File: src/rtl/fft_agu_r2.sv
// fft_agu_r2: in-place radix-2 DIT butterfly address generator.
// Walks every stage s and every butterfly j of an N = 2^LOG2N point FFT.
// For each butterfly it presents the two data-RAM addresses and the twiddle
// index on a valid/ready handshake. The data is assumed to be stored in
// bit-reversed order already. STAGE_GAP idle cycles between stages let the
// butterfly pipeline drain.
//
// Ports:
//   clk      in   clock, rising edge
//   sclr     in   synchronous active-high clear, highest priority
//   start    in   one-cycle request to begin a full FFT (honoured in IDLE only)
//   ready    in   datapath accepts the current butterfly
//   valid    out  addr_a/addr_b/tw_idx/stage/last_bf hold a butterfly
//   addr_a   out  upper-leg RAM address
//   addr_b   out  lower-leg RAM address (addr_a + 2^stage)
//   tw_idx   out  twiddle ROM index
//   stage    out  current stage index
//   last_bf  out  current butterfly is the last one of its stage
//   busy     out  high while running or in an inter-stage gap
//   done     out  one-cycle pulse after the final butterfly transfer
module fft_agu_r2 #(
    parameter int unsigned LOG2N     = 5,
    parameter int unsigned STAGE_GAP = 2
) (
    input  logic             clk,
    input  logic             sclr,
    input  logic             start,
    input  logic             ready,
    output logic             valid,
    output logic [LOG2N-1:0] addr_a,
    output logic [LOG2N-1:0] addr_b,
    output logic [LOG2N-2:0] tw_idx,
    output logic [2:0]       stage,
    output logic             last_bf,
    output logic             busy,
    output logic             done
);

    localparam int unsigned JW = LOG2N - 1;
    localparam logic [JW-1:0] JLast   = '1;  // N/2-1
    localparam logic [2:0]    SLast   = 3'(LOG2N - 1);
    localparam logic [3:0]    GapInit = 4'(STAGE_GAP);

    typedef enum logic [1:0] {
        StIdle,
        StRun,
        StGap,
        StDone
    } state_e;

    state_e        state_q, state_d;
    logic [2:0]    s_q, s_d;
    logic [JW-1:0] j_q, j_d;
    logic [3:0]    g_q, g_d;

    logic             valid_q, valid_d;
    logic [LOG2N-1:0] addr_a_q, addr_a_d;
    logic [LOG2N-1:0] addr_b_q, addr_b_d;
    logic [LOG2N-2:0] tw_idx_q, tw_idx_d;
    logic [2:0]       stage_q, stage_d;
    logic             last_bf_q, last_bf_d;
    logic             busy_q, busy_d;
    logic             done_q, done_d;

    // Next-state sequencing of stage / butterfly / gap counters.
    always_comb begin
        state_d = state_q;
        s_d     = s_q;
        j_d     = j_q;
        g_d     = g_q;
        unique case (state_q)
            StIdle: begin
                if (start) begin
                    state_d = StRun;
                    s_d     = '0;
                    j_d     = '0;
                end
            end
            StRun: begin
                if (ready) begin
                    if (j_q != JLast) begin
                        j_d = j_q + JW'(1);
                    end else if (s_q != SLast) begin
                        if (STAGE_GAP > 0) begin
                            state_d = StGap;
                            g_d     = GapInit;
                        end else begin
                            s_d = s_q + 3'd1;
                            j_d = '0;
                        end
                    end else begin
                        state_d = StDone;
                    end
                end
            end
            StGap: begin
                g_d = g_q - 4'd1;
                if (g_q == 4'd1) begin
                    state_d = StRun;
                    s_d     = s_q + 3'd1;
                    j_d     = '0;
                end
            end
            StDone: begin
                state_d = StIdle;
            end
            default: begin
                state_d = StIdle;
            end
        endcase
    end

    // Address math on the next-state counters so every output is a flop.
    logic [LOG2N-1:0] j_ext, h, grp, pos, a_calc;

    always_comb begin
        j_ext  = {1'b0, j_d};
        h      = LOG2N'(1) << s_d;
        grp    = j_ext >> s_d;
        pos    = j_ext & (h - LOG2N'(1));
        a_calc = ((grp << s_d) << 1) + pos;

        valid_d   = (state_d == StRun);
        busy_d    = (state_d == StRun) || (state_d == StGap);
        done_d    = (state_d == StDone);
        addr_a_d  = '0;
        addr_b_d  = '0;
        tw_idx_d  = '0;
        stage_d   = '0;
        last_bf_d = 1'b0;
        if (valid_d) begin
            addr_a_d  = a_calc;
            addr_b_d  = a_calc + h;
            // pos < 2^s <= N/2, so it fits the twiddle width before shifting.
            tw_idx_d  = pos[LOG2N-2:0] << (SLast - s_d);
            stage_d   = s_d;
            last_bf_d = (j_d == JLast);
        end
    end

    always_ff @(posedge clk) begin
        if (sclr) begin
            state_q   <= StIdle;
            s_q       <= '0;
            j_q       <= '0;
            g_q       <= '0;
            valid_q   <= 1'b0;
            addr_a_q  <= '0;
            addr_b_q  <= '0;
            tw_idx_q  <= '0;
            stage_q   <= '0;
            last_bf_q <= 1'b0;
            busy_q    <= 1'b0;
            done_q    <= 1'b0;
        end else begin
            state_q   <= state_d;
            s_q       <= s_d;
            j_q       <= j_d;
            g_q       <= g_d;
            valid_q   <= valid_d;
            addr_a_q  <= addr_a_d;
            addr_b_q  <= addr_b_d;
            tw_idx_q  <= tw_idx_d;
            stage_q   <= stage_d;
            last_bf_q <= last_bf_d;
            busy_q    <= busy_d;
            done_q    <= done_d;
        end
    end

    assign valid   = valid_q;
    assign addr_a  = addr_a_q;
    assign addr_b  = addr_b_q;
    assign tw_idx  = tw_idx_q;
    assign stage   = stage_q;
    assign last_bf = last_bf_q;
    assign busy    = busy_q;
    assign done    = done_q;

endmodule

File: config.mk
export PLATFORM = sky130hd
export DESIGN_NAME = fft_agu_r2
export DESIGN_NICKNAME = d
export VERILOG_FILES = /design/src/rtl/fft_agu_r2.sv
export SDC_FILE = /design/constraint.sdc
export NUM_CORES = 1
export LEC_CHECK = 0
export BUFFER_PORTS_ARGS = -buffer_cell sky130_fd_sc_hd__buf_2
export CAP_MARGIN = 15
export CORE_MARGIN = 2
export CORE_UTILIZATION = 56
export CTS_CLUSTER_DIAMETER = 60
export DETAILED_ROUTE_END_ITERATION = 8
export PLACE_DENSITY = 0.77
export SLEW_MARGIN = 20
export SYNTH_ARGS = -nofsm -noshare
export SYNTH_HDL_FRONTEND = slang
export SYNTH_SLANG_ARGS = --single-unit
File: constraint.sdc
create_clock -name clk -period 5.3 [get_ports clk]
set_input_delay 0.265 -clock clk [delete_from_list [all_inputs] [get_ports clk]]
set_output_delay 0.265 -clock clk [all_outputs]
set_load 0.01 [all_outputs]
# Yosys cells after proc, flatten, opt, wreduce, memory -nomap -nowiden
# Cells that the tools add are included.
op_classes:
  n_addsub: 7
  multipliers: 0
  n_div: 0
  magnitude_cmp: 0
  eq_ne: 13
  shifts: 4
  n_mux: 18
  bitwise: 2
  n_reduce_logical: 5
ops:
  columns: ["operator", "count"]
  rows:
  - ["two-way mux 4 bit", 7]
  - ["case mux 4 bit (3 select lines)", 1]
  - ["adder 5 bit", 2]
  - ["== test 2 bit (second input constant)", 4]
  - ["two-way mux 2 bit", 4]
  - ["case mux 2 bit (4 select lines)", 1]
  - ["case mux 4 bit (2 select lines)", 1]
  - ["two-way mux 3 bit", 2]
  - ["!= test 2 bit (second input constant)", 3]
  - ["case mux 3 bit (2 select lines)", 1]
  - ["bitwise AND 4 x 5 -> 5 bit", 1]
  - ["left shift 1 x 3 -> 5 bit (first input constant)", 1]
  - ["left shift 5 x 3 -> 4 bit", 1]
  - [">> shifter 4 x 3 -> 5 bit", 1]
  - ["subtractor 5 x 1 -> 5 bit (second input constant)", 1]
  - ["adder 4 x 1 -> 4 bit (second input constant)", 1]
  - ["== test 2 x 1 -> 1 bit (second input constant)", 2]
  - ["== test 4 x 1 -> 1 bit (second input constant)", 1]
  - ["== test 4 bit (second input constant)", 1]
  - ["!= test 4 bit (second input constant)", 1]
  - ["AND reduction 4 bit", 1]
  - ["left shift 4 x 3 -> 4 bit", 1]
  - ["subtractor 4 x 1 -> 4 bit (second input constant)", 1]
  - ["adder 3 x 1 -> 3 bit (second input constant)", 1]
  - ["other kinds (8)", 8]
word_totals:
  regBits: 34
  latchBits: 0
  ramBits: 0
  rom_bits: 0
  in_bits: 4
  out_inout_bits: 21
  wordCells: 61
  mem_count: 0

# Longest topological paths before layout
depth:
  word_depth: 8
  mapped_depth: 21
  ltp_nobuf: 20

# Worst setup path before layout
# No wires, ideal clock.
synth_path:
  kind: "reg2reg"
  startpoint: "register g_q[0]"
  endpoint: "register addr_b_q[4], in the netlist addr_b[4]"
  setup_time_ps: 72
  t_arrival_ps: 4050
  required_time_ps: 5228
  path_slack_ps: 1178
  stages_incl_launch_ff: 21
  path_buffers: 1
  period_less_slack_ps: 4122
  path_cell_list: "dfxtp_1 -> ha_1 -> or3b_1 -> buf_6 -> or4_4 -> nand3_4 -> inv_6 -> ha_1 -> and3_1 -> a32oi_1 -> o211ai_1 -> nand2_1 -> nand2_1 -> fa_1 -> inv_1 -> ha_1 -> a21o_1 -> a21oi_1 -> xor2_1 -> or2_2 -> mux2i_1"
synth_via:
  elab_chain_cells: 8
  elab_cells_between_ends: 17
  cone_classes: "3 x add/sub; 2 x eq/ne; 3 x shift; 6 x mux; 2 x bitwise; 1 x reduce/logical"
synth_rtl:
  columns: ["element", "line_no", "source"]
  rows:
  - ["start, declared", "54", "logic [3:0] g_q, g_d;"]
  - ["start signal, assigned", "159", "g_q <= g_d;"]
  - ["== test 4 x 1 -> 1 bit (*)", "98", "if (g_q == 4'd1) begin"]
  - ["two-way mux 3 bit (*)", "98", null]
  - ["case mux 3 bit (2 select lines) (*)", "71", "unique case (state_q)"]
  - ["net s_d[0]", "52", "logic [2:0] s_q, s_d;"]
  - ["left shift 1 x 3 -> 5 bit", "118", "h = LOG2N'(1) << s_d;"]
  - ["subtractor 5 x 1 -> 5 bit", "120", "pos = j_ext & (h - LOG2N'(1));"]
  - ["bitwise AND 4 x 5 -> 5 bit", "120", null]
  - ["adder 5 bit (*)", "121", "a_calc = ((grp << s_d) << 1) + pos;"]
  - ["net a_calc[2]", "114", "logic [LOG2N-1:0] j_ext, h, grp, pos, a_calc;"]
  - ["adder 5 bit (*)", "133", "addr_b_d = a_calc + h;"]
  - ["end signal, assigned", "162", "addr_b_q <= addr_b_d;"]
  - ["end, declared", "58", "logic [LOG2N-1:0] addr_b_q, addr_b_d;"]
# The timed path passes the listed nets; every way through them passes the cells marked *.
# A chain may end at the register's enable or synchronous reset.

# Worst setup path in the final report
# Ends and elaborated chain as after synthesis.

==> results.md <==
* Status: finished, final reports clean
* Fin. Hold Viols at 0
* Fraction of power consumed by the clock network at 39.1%
* Aggregate global-route resource usage at between 20% and 30%
* Net load switching power at 0.104 mW
* Register bit total from synthesis at 34
* Buffers plus inverters on the worst setup path at 2
* Initial core utilization at 59.2%
* Primary flip-flop cell chosen by synthesis mapping: dfxtp_1
* Slew headroom at around 53%
* Total number of yosys warnings at 0
* Top post-synthesis cells by area: dfxtp_1 37%, ha_1 13%, nor2_1 4.3%
* Clock latency on the worst-skew pair at 0.35 ns
* Class of the worst hold path: primary input to flip-flop
* P_int at 0.369 mW
* Initial antenna violation count at 0
* Routability cong. at 0.869
* CP max stage delay at 0.61 ns
* Fraction of layout instances using a drive strength above 1 at roughly 17%
* Filler cells at 279
* Number of routed nets with antenna violations at 0
* Count of boundary I/O pins at 25
* First DRT Iteration DRCs at 42
* Async SR Flop Fraction at 0%
* Period utilization at 85.6%
* Quantity of gates resized following cts at 0
* Total wire length at 3.64 mm
* CORE AREA at 3080 sq um
* Synth unique cells at 50
* Area of the die at ~3700 sq um
* CTS tree: done
* Area taken by flip-flops and latches at around 700 sq um
* Yosys top cell by area: dfxtp_1
* Transition time at the pin with the least slew margin at 0.702 ns
* Cell Area, Placed at 1980 sq um
* Cell with the most instances after synthesis: dfxtp_1
* Bufs on Longest Clock Path at 2
* Setup total negative slack at 0 ns
* Worst ir drop on vdd at 0.000184 V
* CP Data Arrival Time at 4.81 ns
* Relative contribution of sequential cells to total power at 55.2%
* Synthesized area per cell at 9.07 sq um
* Layout area overhead at 12.8%
* CP max FO at 9
* ANT cells at 0
* Cell leakage power at 0.967 nW
* Global route overflow at 0
* Level count of the clock H-tree at 2
* Buffer type at the clock tree root: clkbuf_4
* CP Cell Sequence: ha_1 -> or3b_1 -> a31oi_1 -> inv_1 -> ha_1 -> and3_1 -> a32oi_1 -> o211ai_1 -> nand2_1 -> nand2_1 -> fa_1 -> inv_1 -> ha_1 -> a21o_1 -> a21oi_1 -> xor2_1 -> or2_2 -> mux2i_1
* Max Clk Rate at 0.220 GHz
* WS Path Type: flip-flop to flip-flop
* Pins over their slew limit at 0
* Synthesized net count at 226
* Combinational group share of total power at under 10%
* Register area share after synthesis at 37.3%
* Number of DRC violations after detailed routing at 0
* # port buffers at 24
* Number of global-route vias before repair at 1428
* Footprint of the multi-input gates at roughly 1000 sq um
* Post-CTS setup-driven buffer insertion count at 0
* Post-Syn Area at approximately 1800 sq um
* Vias at around 1500
* Number of failing setup endpoints in the final timing report at 0
* Row count at 20
* Die Wd at 61.1 microns
* Cell count after synthesis at 201
* Leading cell types by count after synthesis: 34 x dfxtp_1, 21 x nor2_1, 19 x ha_1
* Detailed-routing iteration count for the pre-antenna-repair pass at 4
* Critical path endpoint category: flip-flop
* Fraction of synthesized cell area taken by the top area cell type at 37.3%
* Switching Share at 22.0%
* CTS clock-pin slew for the worst setup and hold paths at roughly 0.11 ns
* Critical path's top delay family: adder cells
* Number of nets at the end of the flow at 253
* Data required time at the worst endpoint at roughly 5.6 ns
* Clock skew at 0.0150 ns
* Cell repeated most along the worst path: ha_1
* Pin count of the biggest net entering global routing at 17
* Number of synthesized flops with an enable pin at 0
* Setup repair after global routing missed its margin: no
* Number of max-capacitance violations reported at 0
* Clock sink total at 34
* Layout Cell Area excl Fill at approximately 2100 sq um
* Cts hold-fix bufs at 0
* Floorplan die height at roughly 60 microns
* CTS Buf Count at 5
* Post-DP HPWL at 2.69 mm
* Crit-path slowest cell: a31oi_1
* Power per cell area at 230 nW/um^2
* Detailed-route wire length per cell at 13.3 microns
* Category of the worst setup path launch point: flip-flop
* Global-route wire length before repair at 6.12 mm
* Mean number of vias per cell at ~5.5
* Clock period minus final worst setup slack at approximately 4.5 ns
registers in the layout, summed over array words and instances, names as in the netlist:
register  cells
addr_a        5
state_q       2
last_bf       1
done          1
valid         1
busy          1
j_q           4
addr_b        5
s_q           3
tw_idx        4
stage         3
g_q           4
power groups by stage:
stage	sequential, mW	combinational, mW	clock [mW]
after floorplan	0.269	0.0152	0
after global placement	0.267	0.0261	0
after detailed placement	0.267	0.0272	0
final	0.261	0.0270	0.185
after CTS	0.261	0.0272	0.191
after global routing	0.262	0.0307	0.200
area by class of cell:
type / count / share of cell area, %
Tap cell: 44 / 2.68
Clock inverter: 1 / 1.46
Multi-Input combinational cell: 146 / 51.0
Timing Repair Buffer: 26 / 6.57
Sequential cell: 34 / 33.1
Inverter: 15 / 2.98
Clock buffer: 7 / 2.19
final timing paths:
check | from | endpoint | slack (ns) | cells past startpoint
setup / recovery | g_q[0] | addr_b[4] | 0.76 | 18
hold / removal | sclr | s_q[0] | 0.27 | 2
setup reg to reg | g_q[0] | addr_b[4] | 0.76 | 18
hold reg to reg | g_q[1] | g_q[1] | 0.54 | 2
cells by family (layout without fill, tap and decap cells):
logic type,Yosys count,in the layout,synth area share (%)
AND/OR/NAND/NOR,78,78,23.6
AO/OA/AOI/OAI,38,38,14.2
flip-flops,34,34,37.3
adder cells (fa/ha/maj),21,21,15.2
buffers and inverters,21,49,5.15
XOR/XNOR,6,6,2.88
multiplexers,2,2,1.37
other,1,1,0.206
cell usage in the layout, fill, tap and decap left out, drive strengths merged, types with 3 or more instances in the layout:
| master | n |
|---|---|
| inv | 15 |
| a21oi | 13 |
| nand2b | 3 |
| xnor2 | 4 |
| nand2 | 11 |
| clkbuf | 7 |
| and2 | 10 |
| ha | 19 |
| buf | 26 |
| nand3 | 4 |
| o21ai | 5 |
| a221oi | 4 |
| nor2b | 7 |
| nor3 | 7 |
| dfxtp | 34 |
| nor2 | 21 |
through the flow:
step	hold slack, ns	util, %	total power [mW]	setup WS [ns]	cells
4_1_cts	0.264	66.8	0.479	0.763	273
2_1_floorplan	0.337	-	0.284	1.18	201
3_3_place_gp	0.508	64.3	0.293	1.02	265
5_1_grt	0.290	66.8	0.493	0.436	273
6_report	0.266	66.8	0.474	0.762	273
3_5_place_dp	0.525	64.3	0.294	0.785	265
per-layer routing:
metal  part of all wire (%)  global-route usage (%)
met1                     42                    26.2
met2                     51                    37.1
met3                    4.5                    4.83
met4                    1.6                    14.0
met5                      0                       0
No activity file was read; power rests on OpenSTA's default activity.
